==> config.mk <==
export PLATFORM = sky130hd
export DESIGN_NAME = dmem_access_ctrl
export DESIGN_NICKNAME = d
export VERILOG_FILES = /design/src/rtl/dmem_access_ctrl.sv
export SDC_FILE = /design/constraint.sdc
export NUM_CORES = 1
export LEC_CHECK = 0
export CORE_UTILIZATION = 25
export CTS_CLUSTER_DIAMETER = 100
export DETAILED_ROUTE_END_ITERATION = 6
export HOLD_SLACK_MARGIN = 0.02
export PLACE_DENSITY = 0.51
export SYNTH_ARGS = -nofsm -noshare
export SYNTH_HDL_FRONTEND = slang
export SYNTH_SLANG_ARGS = --single-unit
export TNS_END_PERCENT = 50
==> constraint.sdc <==
create_clock -name clk -period 4.5 [get_ports clk]
set_input_delay 0.9 -clock clk [delete_from_list [all_inputs] [get_ports clk]]
set_output_delay 0.9 -clock clk [all_outputs]
set_load 0.02 [all_outputs]
==> src/rtl/dmem_access_ctrl.sv <==
// MEM-stage data-memory sequencer: req/ack bus with byte strobes, stall,
// aligned load extraction with sign/zero extension, misalign and timeout flags.
//
// Ports:
//   clk, rst                 clock, asynchronous active-high reset
//   mem_valid, mem_mem_read,
//   mem_mem_write            EX/MEM live instruction and access kind
//   mem_alu_result           byte address
//   mem_rs2_val_for_store    LSB-aligned store data
//   mem_load_size,
//   mem_store_size           00 byte, 01 half, 1x word
//   mem_load_signed          sign-extend the load
//   stall_mem                hold EX/MEM and upstream
//   load_data,
//   load_data_valid          extended load result for writeback
//   misaligned               access rejected, no bus traffic
//   bus_err                  access aborted after timeout
//   dbus_*                   data bus request/response
`timescale 1ns/1ps
module dmem_access_ctrl #(
    parameter int unsigned TIMEOUT_CYCLES = 64,
    parameter int unsigned CNT_W          = 8
) (
    input  logic        clk,
    input  logic        rst,
    input  logic        mem_valid,
    input  logic        mem_mem_read,
    input  logic        mem_mem_write,
    input  logic [31:0] mem_alu_result,
    input  logic [31:0] mem_rs2_val_for_store,
    input  logic [1:0]  mem_load_size,
    input  logic [1:0]  mem_store_size,
    input  logic        mem_load_signed,
    output logic        stall_mem,
    output logic [31:0] load_data,
    output logic        load_data_valid,
    output logic        misaligned,
    output logic        bus_err,
    output logic        dbus_req,
    output logic        dbus_we,
    output logic [31:0] dbus_addr,
    output logic [31:0] dbus_wdata,
    output logic [3:0]  dbus_wstrb,
    input  logic        dbus_ack,
    input  logic [31:0] dbus_rdata
);

    typedef enum logic [1:0] {
        S_IDLE,
        S_REQ,
        S_DONE
    } state_e;

    localparam logic [CNT_W-1:0] CNT_LAST = CNT_W'(TIMEOUT_CYCLES - 1);

    state_e      state_q, state_d;
    logic [31:0] addr_q, addr_d;
    logic        we_q, we_d;
    logic        rd_q, rd_d;
    logic [1:0]  off_q, off_d;
    logic [1:0]  size_q, size_d;
    logic        sgn_q, sgn_d;
    logic [31:0] wdata_q, wdata_d;
    logic [3:0]  wstrb_q, wstrb_d;
    logic [CNT_W-1:0] cnt_q, cnt_d;
    logic [31:0] ld_q, ld_d;
    logic        ldv_q, ldv_d;
    logic        berr_q, berr_d;

    logic        start;
    logic [1:0]  size_sel;
    logic [1:0]  off_in;
    logic        aligned;
    logic [31:0] wdata_new;
    logic [3:0]  wstrb_new;
    logic [7:0]  bsel;
    logic [15:0] hsel;
    logic [31:0] ext;

    // Reset gating keeps stall/misaligned quiet while rst is held.
    assign start    = !rst && (state_q == S_IDLE) && mem_valid &&
                      (mem_mem_read || mem_mem_write);
    assign size_sel = mem_mem_write ? mem_store_size : mem_load_size;
    assign off_in   = mem_alu_result[1:0];

    always_comb begin
        case (size_sel)
            2'b00:   aligned = 1'b1;
            2'b01:   aligned = !off_in[0];
            default: aligned = (off_in == 2'b00);
        endcase
    end

    always_comb begin
        case (size_sel)
            2'b00: begin
                wdata_new = {4{mem_rs2_val_for_store[7:0]}};
                wstrb_new = 4'b0001 << off_in;
            end
            2'b01: begin
                wdata_new = {2{mem_rs2_val_for_store[15:0]}};
                wstrb_new = 4'b0011 << off_in;
            end
            default: begin
                wdata_new = mem_rs2_val_for_store;
                wstrb_new = 4'b1111;
            end
        endcase
        if (!mem_mem_write) begin
            wstrb_new = 4'b0000;
        end
    end

    // Load lane extraction and extension from the latched access shape.
    always_comb begin
        case (off_q)
            2'd0:    bsel = dbus_rdata[7:0];
            2'd1:    bsel = dbus_rdata[15:8];
            2'd2:    bsel = dbus_rdata[23:16];
            default: bsel = dbus_rdata[31:24];
        endcase
        hsel = off_q[1] ? dbus_rdata[31:16] : dbus_rdata[15:0];
        case (size_q)
            2'b00:   ext = {{24{sgn_q & bsel[7]}}, bsel};
            2'b01:   ext = {{16{sgn_q & hsel[15]}}, hsel};
            default: ext = dbus_rdata;
        endcase
    end

    always_comb begin
        state_d    = state_q;
        addr_d     = addr_q;
        we_d       = we_q;
        rd_d       = rd_q;
        off_d      = off_q;
        size_d     = size_q;
        sgn_d      = sgn_q;
        wdata_d    = wdata_q;
        wstrb_d    = wstrb_q;
        cnt_d      = cnt_q;
        ld_d       = ld_q;
        ldv_d      = 1'b0;
        berr_d     = 1'b0;
        stall_mem  = 1'b0;
        misaligned = 1'b0;
        case (state_q)
            S_IDLE: begin
                if (start) begin
                    if (aligned) begin
                        stall_mem = 1'b1;
                        addr_d    = {mem_alu_result[31:2], 2'b00};
                        we_d      = mem_mem_write;
                        // A write wins when both are set; no load result.
                        rd_d      = mem_mem_read && !mem_mem_write;
                        off_d     = off_in;
                        size_d    = size_sel;
                        sgn_d     = mem_load_signed;
                        wdata_d   = mem_mem_write ? wdata_new : 32'h0;
                        wstrb_d   = wstrb_new;
                        state_d   = S_REQ;
                    end else begin
                        misaligned = 1'b1;
                    end
                end
            end
            S_REQ: begin
                stall_mem = 1'b1;
                cnt_d     = cnt_q + 1'b1;
                if (dbus_ack) begin
                    cnt_d   = '0;
                    state_d = S_DONE;
                    if (rd_q) begin
                        ld_d  = ext;
                        ldv_d = 1'b1;
                    end
                end else if (cnt_q == CNT_LAST) begin
                    cnt_d   = '0;
                    state_d = S_DONE;
                    berr_d  = 1'b1;
                    ld_d    = 32'h0;
                end
            end
            S_DONE: begin
                state_d = S_IDLE;
            end
            default: begin
                state_d = S_IDLE;
            end
        endcase
    end

    always_ff @(posedge clk or posedge rst) begin
        if (rst) begin
            state_q <= S_IDLE;
        end else begin
            state_q <= state_d;
        end
    end

    always_ff @(posedge clk or posedge rst) begin
        if (rst) begin
            addr_q  <= 32'h0;
            we_q    <= 1'b0;
            rd_q    <= 1'b0;
            off_q   <= 2'b00;
            size_q  <= 2'b00;
            sgn_q   <= 1'b0;
            wdata_q <= 32'h0;
            wstrb_q <= 4'h0;
            cnt_q   <= '0;
            ld_q    <= 32'h0;
            ldv_q   <= 1'b0;
            berr_q  <= 1'b0;
        end else begin
            addr_q  <= addr_d;
            we_q    <= we_d;
            rd_q    <= rd_d;
            off_q   <= off_d;
            size_q  <= size_d;
            sgn_q   <= sgn_d;
            wdata_q <= wdata_d;
            wstrb_q <= wstrb_d;
            cnt_q   <= cnt_d;
            ld_q    <= ld_d;
            ldv_q   <= ldv_d;
            berr_q  <= berr_d;
        end
    end

    assign dbus_req        = (state_q == S_REQ);
    assign dbus_we         = we_q;
    assign dbus_addr       = addr_q;
    assign dbus_wdata      = wdata_q;
    assign dbus_wstrb      = wstrb_q;
    assign load_data       = ld_q;
    assign load_data_valid = ldv_q;
    assign bus_err         = berr_q;

endmodule

== Word level (Yosys, flattened, before mapping) ==
Cells that the tools add are included.
Widths: inputs -> output; s select.

* Latch bits: 0
* Word-level logic and storage cells: 76
* Memory bits (writable): 0
* Bits in read-only memories: 0
* Input port bits: 107
* Memories kept: 0
* Bits in registers: 117
* Output and inout port bits: 106

* Order comparisons: 0
* Multiply operators: 0
* Shift operators: 2
* Muxes and demuxes: 31
* Div/mod/pow operators: 0
* Add/sub/neg operators: 1
* Reductions and logical operators: 17
* Bitwise gates (word level): 2
* Equal/unequal tests: 10

{| class="wikitable"
|+ Operators with widths
! kind !! number
|-
| $mux 32 || 4
|-
| $pmux 32 s2 || 2
|-
| $pmux 8 s3 || 1
|-
| $mux 16 || 1
|-
| $mux 8 || 2
|-
| $mux 1 || 11
|-
| $logic_not 2->1 || 5
|-
| $mux 2 || 5
|-
| $reduce_and 3->1 || 3
|-
| $add 8x1->8 const B || 1
|-
| $eq 2x1->1 const B || 4
|-
| $eq 8x6->1 const B || 1
|-
| $pmux 4 s2 || 1
|-
| $logic_and 1x1->1 || 4
|-
| $mux 4 || 1
|-
| $ne 2x2->1 const B || 2
|-
| $pmux 1 s2 || 2
|-
| $pmux 2 s2 || 1
|-
| $shl 1x2->4 const A || 1
|-
| $shl 2x2->4 const A || 1
|-
| $logic_not 1->1 || 3
|-
| $ne 3x1->1 const B || 1
|-
| $and 1x1->1 || 2
|-
| $eq 2x2->1 const B || 1
|-
| other kinds (3) || 3
|}

== Longest topological paths before layout ==
* Depth after elaboration: 6
* Gate-level depth with buffers: 9
* Mapped depth without buffers: 7

== Least setup slack after synthesis ==
OpenSTA, ideal clock, no wires.

* Path kind: input-to-output
* From: input port mem_mem_write
* To: output port stall_mem
* Required time: 3.600 ns
* Data arrival time: 2.069 ns
* Cell stages on the path: 7
* Path buffers: 3
* Slack: 1.531 ns
* Cell sequence: mux2_4 > buf_6 > a21oi_4 > o21bai_4 > buf_4 > buf_2 > nand2_1

* Word-level cells in the longest chain between the ends: 6
* Elaborated cells on any way between the ends: 9
* Those cells by class: eq/ne: 1; mux: 5; reduce/logical: 3

{| class="wikitable"
|+ Ends and longest elaborated chain
! item !! RTL line !! RTL
|-
| start: declaration || 28 || <nowiki>input logic mem_mem_write,</nowiki>
|-
| $mux 2 || 83 || <nowiki>assign size_sel = mem_mem_write ? mem_store_size : mem_load_size;</nowiki>
|-
| $eq 2x1->1 / $logic_not 2->1 (equally long branches) || 87 || <nowiki>case (size_sel)</nowiki>
|-
| $pmux 1 s2 || 87 ||
|-
| $mux 1 || 149 || <nowiki>if (aligned) begin</nowiki>
|-
| $mux 1 (*) || 148 || <nowiki>if (start) begin</nowiki>
|-
| $pmux 1 s2 (*) || 146 || <nowiki>case (state_q)</nowiki>
|-
| end: declaration || 34 || <nowiki>output logic stall_mem,</nowiki>
|}

Mark *: on every way between the ends. The rest lies on a longest branch, timed or not.

== Worst setup path after layout ==
Ends and elaborated chain as after synthesis.

==> impl_metrics.py <==
metrics = {
    "status": {
        "status": "finished, final reports clean",
    },
    "flow_run": {
        "maxCapViolCount": 0,
    },
    "power": {
        "pwr-share-clk": 0.301,
        "power.net_switching_mw": 1.61,
        "power_frac_comb": 0.368,
        "p_leak_nw": 3.55,
        "power_switching_share": 0.319,
        "p_int_mw": 3.44,
        "report.power.total_mw": 5.05,
        "seqPwrFrac": 0.332,
        "p_per_area_nw_per_um2": 598,
        "vdd_drop_max_mv": 0.252,
    },
    "synth": {
        "ys_warn_count": 0,
        "synth-simple-area-share": 0.0672,
        "synthArstFlopShare": 1.00,
        "synth.mux.area_fraction": 0.147,
        "ys_top_cells_by_area": "dfrtp_1 (54%), mux2_2 (6.8%), mux2i_1 (4.4%)",
        "ys_seq_area_frac": 0.537,
        "synth_top_family_by_area": "compound AO/OA/AOI/OAI gates",
        "synth_top_area_frac": 0.537,
        "syn_avg_cell_area_um2": 12.3,
        "synth_xor_area_frac": 0.00161,
        "synth_edf_count": 0,
        "synth_cell_types": 53,
        "syn_inst": 442,
        "synth_compound_area_frac": 0.203,
        "synth_fa_ha_area_frac": 0.00229,
        "yosysTopAreaCell": "dfrtp_1",
        "ys_ff_latch": 117,
        "syn_area_um2": 5460,
        "synthFlopType": "dfrtp_1",
    },
    "clock_tree": {
        "cts_setup_buffers": 0,
        "clockBufferDepth": 2,
        "htree_num_levels": 4,
        "postCtsHoldBufs": 0,
        "clkSlewWorstSetupHoldPaths_ns": 0.05,
        "cts_resized": 0,
        "clk_latency_ns": 0.42,
        "cts_tree": "built",
        "root_buffer": "clkbuf_16",
        "cts_buffers": 17,
        "cts_sinks": 117,
    },
    "grt": {
        "antenna_found_initial": 0,
        "gr-total-overflow": 0,
        "grt_pass1_wl_mm": 26.7,
        "grt_max_degree": 75,
        "grt.total_usage": 0.158,
        "grt_pass1_vias": 4691,
    },
    "setup_path": {
        "crit_path_start_kind": "primary input",
        "critPathRequiredTime_ns": 3.60,
        "max_stage_delay_ns": 0.71,
        "rr_startpoint": "state_q[0]",
        "crit_chain": "clkdlybuf4s50_1, mux2_4, a21oi_4, o21bai_4, nand2_1, clkdlybuf4s50_1",
        "critPathCaptureType": "output pin",
        "cp_common_cell": "clkdlybuf4s50_1",
        "crit_type": "primary input to output pin",
        "path_max_fanout": 11,
        "crit_start": "mem_mem_write",
        "worstPathArrival_ns": 3.07,
        "critical-path-slowest-cell": "clkdlybuf4s50_1",
    },
    "floorplanning": {
        "fp.dieW_um": 150,
        "die_h_um": 150,
        "ios": 213,
        "rows": 53,
        "start_util": 0.257,
        "coreArea_um2": 21200,
        "die_area_um2": 22400,
    },
    "cells_and_area": {
        "drive_gt1_frac": 0.137,
        "fin_nets": 753,
        "area_growth_pct": 54.6,
        "nFillCells": 2044,
        "num_antenna_cells": 0,
    },
    "sta": {
        "tightestPinTransition_ns": 1.06,
        "skew_ns": 0.0215,
        "final_hold_viol_count": 0,
        "finalSetupTns_ns": 0,
        "fmax_mhz": 252,
        "fin_crit_ns": 3.97,
        "fin_crit_sh": 0.882,
        "setup_viol": 0,
        "rsz0062_at_grt": "no",
        "slew_viol_final": 0,
        "max_slew_margin": 0.273,
    },
    "detailed_routing": {
        "route.detailed.drc": 0,
        "drtAntennaViolNets": 0,
        "wire_per_inst_um": 18.6,
        "vias": 4542,
        "dr.pass1.iters": 5,
        "drt-initial-drc-count": 206,
        "viasPerCell": 4.87,
        "postRouteWirelength_mm": 17.4,
    },
    "place": {
        "gp_congestion": 0.757,
        "port_buffers": 210,
        "dp_hpwl_mm": 12.4,
    },
    "hold_path": {
        "hp-class": "flip-flop to flip-flop",
        "hold_start": "dbus_wdata[8]",
    },
}
## worst paths after layout
kind                                  to  slack, ns  cells after the start
max reg2reg                dbus_addr[14]       2.17                      5
min                        dbus_wdata[8]       0.49                      1
max in group asynchronous       cnt_q[1]       2.62                      3
min reg2reg                dbus_wdata[8]       0.49                      1
max                            stall_mem       0.53                      6
min in group asynchronous   load_data[3]       1.05                      2
## metal layers
metal | global-route usage | part of all wire | routed length [um] | vias up
met2 | 0.244 | 0.46 | 7970 | 180
li1 | - | - | - | 2080
met3 | 0.0445 | 0.067 | 1170 | 12
met1 | 0.208 | 0.46 | 8000 | 2270
met5 | 0 | 0 | 0 | -
met4 | 0.0591 | 0.013 | 224 | 0
## synth_stat cells (all sizes together) (5+ instances only)
library cell	n
nand3	5
dfrtp	117
o21ai	26
a21oi	19
nor2b	10
buf	22
inv	10
mux2i	24
nand2b	5
mux2	44
a22o	24
nand2	21
o22ai	17
o2bb2ai	27
clkbuf	10
a221o	16
nor2	7
## final cells by class
type                    count  area [um2]  share of cell area
inverters                  10        42.5             0.00504
flip-flops and latches    117        2930               0.347
repair buffers            215        2150               0.255
well taps                 275         344              0.0408
clock buffers              23         488              0.0579
multi-input cells         284        2310               0.274
clock inverters             8         170              0.0202
## critical path, delay by kind of cell
family                 cells  cell delay [ns]
AO/OA/AOI/OAI              2             0.29
buffers and inverters      2             1.35
multiplexers               1             0.45
AND/OR/NAND/NOR            1             0.08
## cells by family after synthesis
kind of cell,count (synthesis)
AOI/OAI and AO/OA,147
DFF,117
muxes,69
and+or+nand+nor,64
buffers and inverters,42
adders and majority gates,1
other,1
xor gates and xnor gates,1
## power groups by stage
stage | clock (mW) | combinational [mW] | sequential [mW]
after floorplan | 0 | 0.624 | 2.00
after global placement | 0 | 1.86 | 1.67
after detailed placement | 0 | 1.87 | 1.69
after CTS | 1.56 | 1.88 | 1.67
after global routing | 1.60 | 1.98 | 1.72
final | 1.52 | 1.86 | 1.67
## flip-flops by register name, indices dropped and copies added, names as in the netlist, 2 cells and up
signal	cells
dbus_wdata	32
dbus_addr	30
cnt_q	8
load_data	32
state_q	2
size_q	2
dbus_wstrb	4
off_q	2
## through the flow
stage | utilization | cell area, um2 | setup slack [ns] | hold slack (ns) | std cells
after floorplan | - | 5460 | 0.499 | 0.457 | 443
after global placement | 0.366 | 7770 | 0.526 | 0.473 | 901
after detailed placement | 0.366 | 7770 | 0.495 | 0.473 | 901
after CTS | 0.397 | 8430 | 0.491 | 0.486 | 932
after global routing | 0.397 | 8430 | 0.382 | 0.499 | 932
final | 0.397 | 8430 | 0.530 | 0.486 | 932
## layout by cell type (no fill, tap or decap), types with 17 or more instances in the layout
master / instances
o21ai_0: 25
dfrtp_1: 117
o2bb2ai_1: 27
nand2_1: 21
a22o_1: 24
mux2_2: 33
clkbuf_16: 17
mux2i_1: 24
o22ai_1: 17
clkdlybuf4s50_1: 210
Note: power is estimated with default switching activity, not from simulation.
